$ cat src/rtl/mole_game_ctrl.sv
// Game sequencer for whack-a-mole: owns score, per-level countdown and level index,
// and steps through play, pause, level-up and win/lose with restart.
module mole_game_ctrl #(
  parameter int SCORE_W     = 8,
  parameter int TIME_W      = 8,
  parameter int LEVEL_W     = 2,
  parameter int NUM_LEVELS  = 3,
  parameter int TARGET_BASE = 10,
  parameter int TARGET_STEP = 5,
  parameter int TIME_LIMIT  = 30
) (
  input  logic               clk,
  input  logic               rst,
  input  logic               start,
  input  logic               pause,
  input  logic               hit,
  input  logic               tick,
  output logic [2:0]         state,
  output logic [SCORE_W-1:0] score,
  output logic [TIME_W-1:0]  time_left,
  output logic [LEVEL_W-1:0] level,
  output logic               mole_en,
  output logic               win_p,
  output logic               lose_p
);

  // Inputs are single-cycle qualifiers sampled on the rising edge; there is no
  // backpressure, so each pulse is consumed on the cycle it is seen or dropped.

  typedef enum logic [2:0] {
    S_IDLE  = 3'd0,
    S_PLAY  = 3'd1,
    S_PAUSE = 3'd2,
    S_LVLUP = 3'd3,
    S_WIN   = 3'd4,
    S_LOSE  = 3'd5
  } state_t;

  localparam logic [TIME_W-1:0]  FULL_TIME  = TIME_W'(TIME_LIMIT);
  localparam logic [LEVEL_W-1:0] LAST_LEVEL = LEVEL_W'(NUM_LEVELS - 1);

  state_t             st;
  logic [SCORE_W-1:0] target;
  logic [SCORE_W-1:0] score_inc;
  logic               win_hit;
  logic               time_out;
  logic               last_level;

  assign state = st;

  always_comb begin
    target     = SCORE_W'(TARGET_BASE) + SCORE_W'(level) * SCORE_W'(TARGET_STEP);
    score_inc  = score + SCORE_W'(1);
    win_hit    = hit && (score_inc == target);
    time_out   = tick && (time_left == TIME_W'(1));
    last_level = (level == LAST_LEVEL);
  end

  always_ff @(posedge clk or posedge rst) begin
    if (rst) begin
      st        <= S_IDLE;
      score     <= '0;
      time_left <= '0;
      level     <= '0;
      mole_en   <= 1'b0;
      win_p     <= 1'b0;
      lose_p    <= 1'b0;
    end else begin
      win_p  <= 1'b0;
      lose_p <= 1'b0;
      case (st)
        S_IDLE, S_WIN, S_LOSE: begin
          // Results hold their final counters for display until a restart.
          if (start) begin
            st        <= S_PLAY;
            score     <= '0;
            level     <= '0;
            time_left <= FULL_TIME;
            mole_en   <= 1'b1;
          end
        end

        S_PLAY: begin
          // Win check outranks timeout, which outranks pause.
          if (win_hit) begin
            score   <= score_inc;
            mole_en <= 1'b0;
            if (last_level) begin
              st    <= S_WIN;
              win_p <= 1'b1;
            end else begin
              st <= S_LVLUP;
            end
          end else if (time_out) begin
            time_left <= '0;
            st        <= S_LOSE;
            lose_p    <= 1'b1;
            mole_en   <= 1'b0;
          end else if (pause) begin
            st      <= S_PAUSE;
            mole_en <= 1'b0;
          end else begin
            if (hit && (score != target))
              score <= score_inc;
            if (tick && (time_left != '0))
              time_left <= time_left - TIME_W'(1);
          end
        end

        S_PAUSE: begin
          if (!pause) begin
            st      <= S_PLAY;
            mole_en <= 1'b1;
          end
        end

        S_LVLUP: begin
          st        <= S_PLAY;
          level     <= level + LEVEL_W'(1);
          score     <= '0;
          time_left <= FULL_TIME;
          mole_en   <= 1'b1;
        end

        default: begin
          st        <= S_IDLE;
          score     <= '0;
          time_left <= '0;
          level     <= '0;
          mole_en   <= 1'b0;
        end
      endcase
    end
  end

endmodule
$ cat config.mk
export PLATFORM = sky130hd
export DESIGN_NAME = mole_game_ctrl
export DESIGN_NICKNAME = d
export VERILOG_FILES = /design/src/rtl/mole_game_ctrl.sv
export SDC_FILE = /design/constraint.sdc
export NUM_CORES = 1
export LEC_CHECK = 0
export CORE_UTILIZATION = 55
export CTS_CLUSTER_DIAMETER = 50
export DETAILED_ROUTE_END_ITERATION = 10
export HOLD_SLACK_MARGIN = 0.15
export PLACE_DENSITY = 0.82
export SETUP_SLACK_MARGIN = 0.02
export SYNTH_ARGS = -nofsm -noshare
export SYNTH_HDL_FRONTEND = slang
export SYNTH_SLANG_ARGS = --single-unit
export TNS_END_PERCENT = 30
$ cat constraint.sdc
create_clock -name clk -period 3.45 [get_ports clk]
set_input_delay 0.69 -clock clk [delete_from_list [all_inputs] [get_ports clk]]
set_output_delay 0.69 -clock clk [all_outputs]
set_load 0.02 [all_outputs]
==> metrics <==
Leak Pwr 0.000896 µW; Final Hold Vio Count 0; Post-Syn Instances 198; switching power 833 µW; Synthesized Nets 210; IO Pins 30; H-tree levels 1; CTS Hold Bufs 0; async set or reset register ratio after synthesis 100%; WP data arrival 3.15 ns; Syn-to-layout area delta 19.0%; clock skew 0.00839 ns; Worst-Skew Late Latency 0.31 ns; Worst-path clk slew 0.14 ns; Cell Pwr Density 797 nW/µm²; post-synth top area share 33.8%; Finished Layout Cells 268; via count 1671; total CTS buffers 3; Mean Syn Cell Area 8.99 µm²; CP bufs+invs 0; PostCTS Resize Cnt 0; CTS tree done; Placed Cells 264; Comb pwr share 62.5%; slew margin rel. 38.4%; Final period util 85.0%; worst reg2reg setup slack 0.52 ns; Routed Wire Length 4370 µm; RSZ-0062 raised after global routing no; crit-path max FO 20; Critical Path RT 3.66 ns; DP HPWL 3260 µm; ANT nets after route 0; Final Total Pwr 1690 µW; worst setup margin 0.516 ns; row cnt 20; Worst Max-Slew Pin Slew 0.922 ns; Peak Freq 341 MHz; ant diodes 0; Place WS 0.545 ns; initial antenna violation count 0; Worst setup SP type flip-flop; GRT Total Usage 26.9%; drt drc 0; Seq/Total Area, Yosys 33.8%; first-pass GRT wire length 7200 µm; clock sink count 24; Yosys cell types 56; CP peak stage delay 0.68 ns; Port Buffers 29; vias in the first global route 1619; Pint 855 µW; clk buf depth 2; wire per inst 16.3 µm; final setup vio count 0; yosys warns 0; Post-synth EDFFs 0; post-DR vias/cell 6.24; status finished, final reports clean; Core Footprint 3050 µm²; most frequent cells in the layout clkdlybuf4s50_1, dfrtp_1, nand2_1, nor2_1; register share of total power 28.7%; dominant synthesized flop cell dfrtp_1; Clock power frac 8.9%; first-pass iteration count of the detailed router 4; Die Wd 58.9 µm; CP top delay family compound AO/OA/AOI/OAI gates; Net Sw Frac 49.3%; Post-CTS Setup Bufs 0; synthesized area 1780 µm²; Tmin final 2.93 ns; synth top area cells dfrtp_1, ha_1, o21ai_0; layout cells sized above 1 7.59%; total die area 3470 µm²; max-slew violations 0; grt ovf 0; worst min path class reg2reg; CTS Root Cell clkbuf_4; die height 58.9 µm; commonest non-fill, non-tap cell in the layout clkdlybuf4s50_1; routability cong. 0.951; setup_tns 0 ns; CP endpoint kind flip-flop; Slowest-stage cell, CP o211a_1; Layout Nets 237; pin count of the biggest net entering global routing 25; # fillers 249; maximum vdd drop 0.471 mV; flops & latches, synth 24; Starting Density 58.3%; leading area contributor after synthesis dfrtp_1; Max Cap Viol 0; path type of the worst setup path reg2reg; initial DRC count 71; crit path cell chain ha_1 -> nand4_1 -> o32ai_1 -> o211a_1 -> o31ai_1 -> o22a_1
==> path summary, 6_finish.rpt <==
| kind | from | cells after the start | to |
|---|---|---|---|
| setup / recovery | level[1] | 6 | time_left[5] |
| hold / removal | mole_en | 1 | mole_en |
| setup reg to reg | level[1] | 6 | time_left[5] |
| hold reg to reg | mole_en | 1 | mole_en |
| max in group asynchronous | rst | 2 | score[2] |
| min in group asynchronous | rst | 2 | mole_en |
==> registers in the layout, summed over array words and instances, names as in the netlist <==
signal and count:
level 2, score 8, win_p 1, lose_p 1, mole_en 1, state 3
time_left 8
==> worst reg2reg max path, stage by stage (launching register included) <==
cell     delay [ns]
dfrtp_1        0.61
ha_1           0.46
nand4_1        0.17
o32ai_1        0.52
o211a_1        0.68
o31ai_1        0.20
o22a_1         0.20
==> cell usage after synthesis, types with 2 or more instances <==
| cell | number |
|---|---|
| inv_1 | 13 |
| buf_2 | 2 |
| o2bb2ai_1 | 2 |
| nor3_1 | 7 |
| a31oi_1 | 4 |
| o211a_1 | 2 |
| nor2_1 | 14 |
| nand2b_1 | 2 |
| o311ai_0 | 2 |
| o2111ai_1 | 3 |
| dfrtp_1 | 24 |
| nand3_1 | 5 |
| o21ai_1 | 3 |
| xor2_1 | 4 |
| o22ai_1 | 2 |
| a21oi_1 | 11 |
| mux2i_1 | 4 |
| and3_1 | 6 |
| nor2b_1 | 3 |
| a21o_1 | 4 |
| clkbuf_1 | 2 |
| buf_4 | 3 |
| o21ai_0 | 13 |
| o22a_1 | 2 |
| o211ai_1 | 2 |
| nand2_1 | 16 |
| and4_1 | 2 |
| ha_1 | 6 |
| o41ai_1 | 2 |
| xnor2_1 | 5 |
| nand4_1 | 3 |
==> per-stage QoR <==
step | utilization, % | area (µm²) | hold slack, ns
2_1_floorplan | - | 1780 | 0.594
3_3_place_gp | 68.2 | 2080 | 0.459
3_5_place_dp | 68.2 | 2080 | 0.473
4_1_cts | 69.3 | 2120 | 0.503
5_1_grt | 69.3 | 2120 | 0.520
6_report | 69.3 | 2120 | 0.498
==> layer usage <==
metal  global-route usage (%)  wire [µm]  share of wire (%)  up-vias
li1                         -          -                  -      799
met1                     36.4       1960                 45      817
met2                     45.9       2190                 50       53
met3                     2.64        193                4.4        2
met4                     7.48         24               0.55        0
met5                        0          0                  0        -
==> kinds of logic (layout without fill, tap and decap cells) <==
| kind of cell | after synthesis | count (layout) | synth area share, % |
|---|---|---|---|
| simple gates | 66 | 66 | 19.7 |
| flops | 24 | 24 | 33.8 |
| compound gates | 67 | 67 | 29.1 |
| buf+inv | 21 | 47 | 5.63 |
| xor+xnor | 10 | 10 | 5.34 |
| fa+ha+maj | 6 | 6 | 4.22 |
| mux | 4 | 4 | 2.25 |
==> power groups by stage <==
| stage | Sequential [µW] | Clock (µW) | Combinational [µW] |
|---|---|---|---|
| after global placement | 481 | 0 | 1010 |
| after CTS | 482 | 151 | 1050 |
| after global routing | 497 | 158 | 1160 |
| after floorplan | 545 | 0 | 661 |
| after detailed placement | 486 | 0 | 1040 |
| final | 484 | 150 | 1050 |
==> cell type report <==
cell class	instances	area, µm²	share of cell area [%]
clock buffer	4	36.3	1.71
tap	44	55.1	2.60
inverter	13	48.8	2.30
sequential	24	601	28.4
multi-input combinational	153	1080	50.9
timing repair buffer	30	298	14.1
No activity file was read; power rests on OpenSTA's default activity.
